$ cat config.mk
export PLATFORM = sky130hd
export DESIGN_NAME = rr_mux_arbiter_8
export DESIGN_NICKNAME = d
export VERILOG_FILES = /design/src/rtl/rr_mux_arbiter_8.sv
export SDC_FILE = /design/constraint.sdc
export NUM_CORES = 1
export LEC_CHECK = 0
export CAP_MARGIN = 20
export CORE_MARGIN = 5
export CORE_UTILIZATION = 35
export CTS_CLUSTER_SIZE = 28
export DETAILED_ROUTE_END_ITERATION = 6
export DONT_BUFFER_PORTS = 1
export SLEW_MARGIN = 20
export SYNTH_ARGS = -nofsm -noshare
export SYNTH_HDL_FRONTEND = slang
export SYNTH_SLANG_ARGS = --single-unit
$ cat constraint.sdc
create_clock -name clock -period 4.2 [get_ports clock]
set_input_delay 0.84 -clock clock [delete_from_list [all_inputs] [get_ports clock]]
set_output_delay 0.84 -clock clock [all_outputs]
set_load 0.05 [all_outputs]
$ cat src/rtl/rr_mux_arbiter_8.sv
// Round-robin arbiter for eight requesters sharing a 2-bit 8:1 mux.
// The winner's data is captured into an output register and handed off with valid/ready.
module rr_mux_arbiter_8 (
    input  logic        clock,
    input  logic        reset,
    input  logic [7:0]  req,
    input  logic [15:0] data_in,
    input  logic        out_ready,
    output logic [7:0]  grant,
    output logic [2:0]  select,
    output logic        out_valid,
    output logic [1:0]  out_data,
    output logic        busy
);

    typedef enum logic {
        S_IDLE  = 1'b0,
        S_GRANT = 1'b1
    } state_t;

    state_t      state_q, state_d;
    logic [2:0]  ptr_q, ptr_d;
    logic [7:0]  grant_q, grant_d;
    logic [2:0]  select_q, select_d;
    logic        out_valid_q, out_valid_d;
    logic [1:0]  out_data_q, out_data_d;

    logic [2:0]  base;
    logic [7:0]  req_rot;
    logic [1:0]  lane [8];
    logic [2:0]  offset;
    logic        found;
    logic [2:0]  winner;

    // During a tenure the next search starts just past the current winner,
    // which equals the pointer value that the transfer will commit.
    always_comb begin
        base = (state_q == S_GRANT) ? (select_q + 3'd1) : ptr_q;
    end

    generate
        for (genvar gi = 0; gi < 8; gi++) begin : g_lane
            assign lane[gi]    = data_in[2*gi +: 2];
            assign req_rot[gi] = req[base + 3'(gi)];
        end
    endgenerate

    // Lowest rotated offset wins; scanning downward leaves the smallest set index.
    always_comb begin
        found  = 1'b0;
        offset = 3'd0;
        for (int k = 7; k >= 0; k--) begin
            if (req_rot[k]) begin
                found  = 1'b1;
                offset = 3'(k);
            end
        end
        winner = base + offset;
    end

    always_comb begin
        state_d     = state_q;
        ptr_d       = ptr_q;
        grant_d     = grant_q;
        select_d    = select_q;
        out_valid_d = out_valid_q;
        out_data_d  = out_data_q;

        case (state_q)
            S_IDLE: begin
                if (found) begin
                    state_d     = S_GRANT;
                    grant_d     = 8'b1 << winner;
                    select_d    = winner;
                    out_data_d  = lane[winner];
                    out_valid_d = 1'b1;
                end
            end
            S_GRANT: begin
                if (out_ready) begin
                    ptr_d = select_q + 3'd1;
                    if (found) begin
                        grant_d    = 8'b1 << winner;
                        select_d   = winner;
                        out_data_d = lane[winner];
                    end else begin
                        state_d     = S_IDLE;
                        grant_d     = 8'd0;
                        out_valid_d = 1'b0;
                    end
                end
            end
            default: state_d = S_IDLE;
        endcase
    end

    always_ff @(posedge clock) begin
        if (reset) begin
            state_q     <= S_IDLE;
            ptr_q       <= 3'd0;
            grant_q     <= 8'd0;
            select_q    <= 3'd0;
            out_valid_q <= 1'b0;
            out_data_q  <= 2'd0;
        end else begin
            state_q     <= state_d;
            ptr_q       <= ptr_d;
            grant_q     <= grant_d;
            select_q    <= select_d;
            out_valid_q <= out_valid_d;
            out_data_q  <= out_data_d;
        end
    end

    assign grant     = grant_q;
    assign select    = select_q;
    assign out_valid = out_valid_q;
    assign out_data  = out_data_q;
    assign busy      = out_valid_q;

endmodule

==> flow_summary.toml, run 1 <==
[yosys]
synthFlopType = "dfxtp_1"
yosys_register_bits = 18
async_reset_ff_frac = 0
synth-seq-area-share = 0.244
syn_avg_cell_area_um2 = 9.46
synth_nets = 187
synth_cell_types = 47
synth-edff-count = 0
syn_area_um2 = 1480
yosysWarnings = 0
netlist_instances = 156

[die]
initial_core_util = 0.364
dieHeight_um = 75.0
coreArea_um2 = 4060
dieWidth_um = 75.0
dieArea_um2 = 5620
floorplan.io_pins = 42
rows = 23

[timing]
slew_headroom = 0.358
setup_ws_ns = 0.172
finalSetupViolations = 0
period_needed_ns = 4.03
slew_viol_final = 0
final_hold_viol_count = 0
skew_ns = 0.00285
period_share = 0.959
timing.fmax_mhz = 248
worstMarginPinSlew_ns = 0.962

[drt]
route.met2.wl_um = 1950
vias = 1356
firstDrtPassIters = 4
vias_per_cell = 6.03
drc_errors = 0
wl_per_cell_um = 17.5
wl_met1_um = 1640
final_antenna_net_count = 0
top_layer = "met4"
wl_met3_um = 288
routed_wl_um = 3930
drt_iter0_drc = 93

[pwr]
p_leak_nw = 0.733
ir_drop_uv = 387
power_per_cell_area_nw_per_um2 = 1000
finalPower_mw = 1.80

[placed_design]
post-place-ws_ns = 0.0242
io_buffers = 0
dpl.cell_count = 215
gp_congestion = 1.01
dpl_cell_area_um2 = 1640
dpl.hpwl_um = 3050

[global_routing]
grt_antenna_before_repair = 0
grt_pass1_vias = 1272
grt_usage = 0.133
grt_pass1_wl_um = 5890
grt-ovfl-total = 0
grt_max_degree = 13

[cts]
clk_pin_slew_ns = 0.07
htreeDepth = 1
clock_tree.buffer_depth = 2
clock_latency_ns = 0.25
cts_sinks = 18
cts_buffers = 3
cts_tree = "yes"
root_buffer = "clkbuf_8"

[cells_and_area]
drive_gt1_frac = 0.354
layout-area-overhead-vs-synth_pct = 21.7
fill_cells = 379
mostFrequentLayoutCells = "buf_4 (22), dfxtp_1 (15), nor2_1 (12), a21oi_1 (11)"
stdcell_area_um2 = 1800
nNetsFinal = 207
utilization = 0.443
layout.cells.non_filler = 225
diodes = 0
layout_commonest_cell = "buf_4"

[setup_path]
cpPeakStageDelay_ns = 0.62
cp.buffers_inverters = 1
critPathTopFamily = "multiplexers"
arrival_ns = 4.17
criticalPathCategory = "register to register"
end_kind = "register"
critPathRequiredTime_ns = 4.34
crit_chain = "ha_1, mux2i_2, inv_2, ha_1, xnor2_2, mux4_2, a211oi_2, o21ai_0, fa_2, mux4_2, mux2i_1, o21ai_0, a21boi_1, o221a_2"
cp-start-kind = "register"
crit_path_top_delay_cell = "fa_2"
path_max_fanout = 5

[job]
cap_violations = 0

[min_path]
hold_path_class = "register to register"

[status]
run_status = "complete, no violations"
## timing repair
action | CTS | global route
resized for setup | 0 | 15
hold buffers | 0 | 0
buffers inserted | 0 | 6
endpoints found under the setup margin | 0 | 6
## cell families after synthesis
kind of cell | Yosys count | share of synthesized area
AO/OA/AOI/OAI | 53 | 0.274
XOR/XNOR | 6 | 0.0407
adder cells (fa/ha/maj) | 4 | 0.0390
buffers and inverters | 18 | 0.0568
flip-flops | 18 | 0.244
multiplexers | 20 | 0.212
AND/OR/NAND/NOR | 37 | 0.134
## registers in the layout (all words and copies together), names as in the netlist
name / count
select: 3
out_data: 2
busy: 1
grant: 8
state_q: 1
ptr_q: 3
## final timing paths
check,startpoint,to,cells after the start,slack (ns)
setup / recovery,select[0],out_data[0],14,0.17
hold / removal,ptr_q[2],ptr_q[2],2,0.51
hold reg to reg,ptr_q[2],ptr_q[2],2,0.51
setup reg to reg,select[0],out_data[0],14,0.17
## power breakdown
group	total, mW	internal (mW)	switching (mW)
clock network	0.136	0.0831	0.0530
registers	0.400	0.229	0.171
logic	1.26	0.617	0.645
total	1.80	0.929	0.869
## cells in the mapped netlist (2+ instances only)
cell      count  area [µm²]
mux4_2        7         158
inv_1         8        30.0
mux2_2        3        33.8
a21o_1        3        22.5
nor3_1        8        40.0
and3_1        4        25.0
nand2_1       2        7.51
o221a_2       2        22.5
and2_1        2        12.5
clkbuf_1      3        11.3
o21ai_0       6        30.0
a21boi_1      2        15.0
nand3_1       4        20.0
ha_1          3        37.5
a211oi_1      5        37.5
a32o_1        8        80.1
o21a_1        2        15.0
nor2_1       12        45.0
a21oi_1      13        65.1
a211o_1       3        26.3
mux2i_1       8        80.1
buf_2         2        10.0
dfxtp_1      18         360
xnor2_1       5        43.8
## per-layer routing
layer  track usage  vias up
met5             0        -
met4        0.0237        0
met3        0.0374        7
met2         0.225       52
met1         0.170      656
li1              -      641
## final cells by class
cell class / count / area [µm²] / area share
sequential: 18 / 367 / 0.204
inverter: 10 / 40.0 / 0.0223
tap: 50 / 62.6 / 0.0348
multi-input combinational: 120 / 1100 / 0.610
timing repair buffer: 23 / 176 / 0.0982
clock buffer: 4 / 55.1 / 0.0306
## worst reg2reg max path, stage by stage (launching register included)
cell	delay (ns)
dfxtp_4	0.34
ha_1	0.31
mux2i_2	0.22
inv_2	0.06
ha_1	0.22
xnor2_2	0.23
mux4_2	0.57
a211oi_2	0.22
o21ai_0	0.17
fa_2	0.62
mux4_2	0.33
mux2i_1	0.16
o21ai_0	0.09
a21boi_1	0.14
o221a_2	0.26
## metrics by stage
step	hold slack [ns]	TNS [ns]
after global placement	0.483	0
after global routing	0.549	-0.0340
after CTS	0.512	0
final	0.515	0
after detailed placement	0.500	0
after floorplan	0.478	0
No activity file was read; power rests on OpenSTA's default activity.
==> run 2: changes to the inputs <==
Settings changed: CORE_ASPECT_RATIO from default to 1.2, PLACE_DENSITY from default to 0.48.
==> run 2 against run 1 <==
  * Largest cell class unchanged
  * Worst setup slack worse by 0.0085 ns
  * Register-to-register slack about the same
  * Global-route usage is 0.060 points higher
  * Largest power group unchanged
  * Highest routed layer unchanged
  * Sequential share of layout area increased by 0.93 points
  * Wire length fell by 4.9%
  * Critical path depth rose by 2
  * Clock-buffer cell count unchanged
  * Clock skew is essentially flat
  * Die area is essentially flat
  * Sequential power about the same
  * Final cell count down 1.3%
==> flow_summary.toml, run 2 (synthesized netlist as in run 1, its figures left out) <==
[timing]
tns_ns = 0
period_needed_ns = 4.04
final_hold_viol_count = 0
worstMarginPinSlew_ns = 0.964
slew_headroom = 0.357
skew_ns = 0.00252
finalSetupViolations = 0
period_share = 0.961
slew_viol_final = 0
rsz0062_at_grt = "no"
timing.fmax_mhz = 248

[setup_path]
r2r-end = "out_data[0]"
path_max_fanout = 12
cp_num_cells = 16
cp.buffers_inverters = 2
criticalPathCategory = "register to register"
cpMostUsedCell = "ha_1"
crit_path_top_delay_cell = "fa_2"
worstSetupEndpoint = "out_data[0]"
cpPeakStageDelay_ns = 0.49
arrival_ns = 4.18
critPathTopFamily = "multiplexers"
end_kind = "register"
cp-startpoint = "select[0]"
crit_chain = "ha_1, mux2i_2, buf_4, mux4_1, mux2_4, o22ai_1, a21oi_1, o21a_1, ha_1, inv_1, fa_2, mux4_2, mux2i_1, o21ai_0, a21boi_1, o221a_2"
cp-start-kind = "register"
r2r_cells = 16
reg2reg_from = "select[0]"
critPathRequiredTime_ns = 4.34
reg2reg_slack_ns = 0.16

[drt]
vias = 1295
wl_per_cell_um = 16.9
final_antenna_net_count = 0
vias_per_cell = 5.83
drt_iter0_drc = 68
firstDrtPassIters = 4
routed_wl_um = 3740
drc_errors = 0

[cells_and_area]
multi_input_area_um2 = 1060
mostFrequentLayoutCells = "dfxtp_1 (16), buf_4 (16), nor2_1 (12), a21oi_1 (12)"
diodes = 0
regArea_um2 = 365
drive_gt1_frac = 0.286
utilization = 0.428
largest_register_ffs = 8
nNetsFinal = 200
fill_cells = 452
layout-area-overhead-vs-synth_pct = 16.0

[die]
coreArea_um2 = 4000
dieArea_um2 = 5620
dieHeight_um = 81.1
rows = 25
floorplan.io_pins = 42
dieWidth_um = 69.3
initial_core_util = 0.369

[pwr]
power_per_cell_area_nw_per_um2 = 982
finalPower_mw = 1.68
ir_drop_uv = 395
p_leak_nw = 0.690

[cts]
htreeDepth = 1
cts_tree = "yes"
clock_latency_ns = 0.25
root_buffer = "clkbuf_8"
holdBufCountCts = 0
clock_tree.buffer_depth = 2
cts_buffers = 3
clk_pin_slew_ns = 0.06
cts_sinks = 18

[global_routing]
grt_pass1_vias = 1343
grt-ovfl-total = 0
grt_antenna_before_repair = 0
grt_usage = 0.133
grt_pass1_wl_um = 6210
grt_max_degree = 13

[placed_design]
io_buffers = 0
gp_congestion = 0.861
dpl.hpwl_um = 3150

[status]
run_status = "complete, no violations"

[job]
cap_violations = 0

[min_path]
hold_path_class = "register to register"
run 2: worst min-delay path by stage:
stage / from / endpoint / slack [ns] / depth (start not counted)
finish: ptr_q[2] / ptr_q[2] / 0.49 / 2
global route: ptr_q[2] / ptr_q[2] / 0.54 / 2
CTS: ptr_q[2] / ptr_q[2] / 0.50 / 2
detailed placement: ptr_q[2] / ptr_q[2] / 0.49 / 2
global placement: ptr_q[2] / ptr_q[2] / 0.48 / 2
floorplan: ptr_q[2] / ptr_q[2] / 0.48 / 2
run 2: power by group:
part           total, mW  internal, mW  switching (mW)
sequential         0.400         0.228           0.172
clock              0.138        0.0832          0.0550
combinational       1.14         0.541           0.602
total               1.68         0.853           0.829
run 2: metal layers:
metal | global-route usage | wire length (µm) | vias to the layer above
met3 | 0.0285 | 211 | 11
met2 | 0.246 | 2010 | 40
met1 | 0.145 | 1410 | 614
li1 | - | - | 630
met5 | 0 | 0 | -
met4 | 0.0664 | 107 | 0
run 2: worst min-delay path: cells and delay by family (launching register included):
family | cells | cell delay (ns)
compound gates | 1 | 0.05
flops | 1 | 0.31
simple gates | 1 | 0.09
run 2: layout make-up:
class                      instances  area share
clock buffer                       4      0.0321
inverter                          10      0.0234
multi-input combinational        120       0.622
sequential                        18       0.213
tap                               54      0.0394
timing repair buffer              16      0.0701
run 2: metrics by stage:
stage          instance area, µm²  setup slack, ns  hold WS [ns]  cells
2_1_floorplan                1490           0.0297         0.478    156
3_3_place_gp                 1630            0.157         0.484    217
3_5_place_dp                 1630           0.0123         0.488    217
4_1_cts                      1690           0.0277         0.497    221
5_1_grt                      1710          0.00948         0.538    222
6_report                     1710            0.163         0.493    222
run 2: what timing repair did:
action / 4_1_cts / 5_1_grt
buffers inserted: 0 / 1
resized for setup: 1 / 5
pin swaps: 0 / 1
setup endpoints to repair: 2 / 2
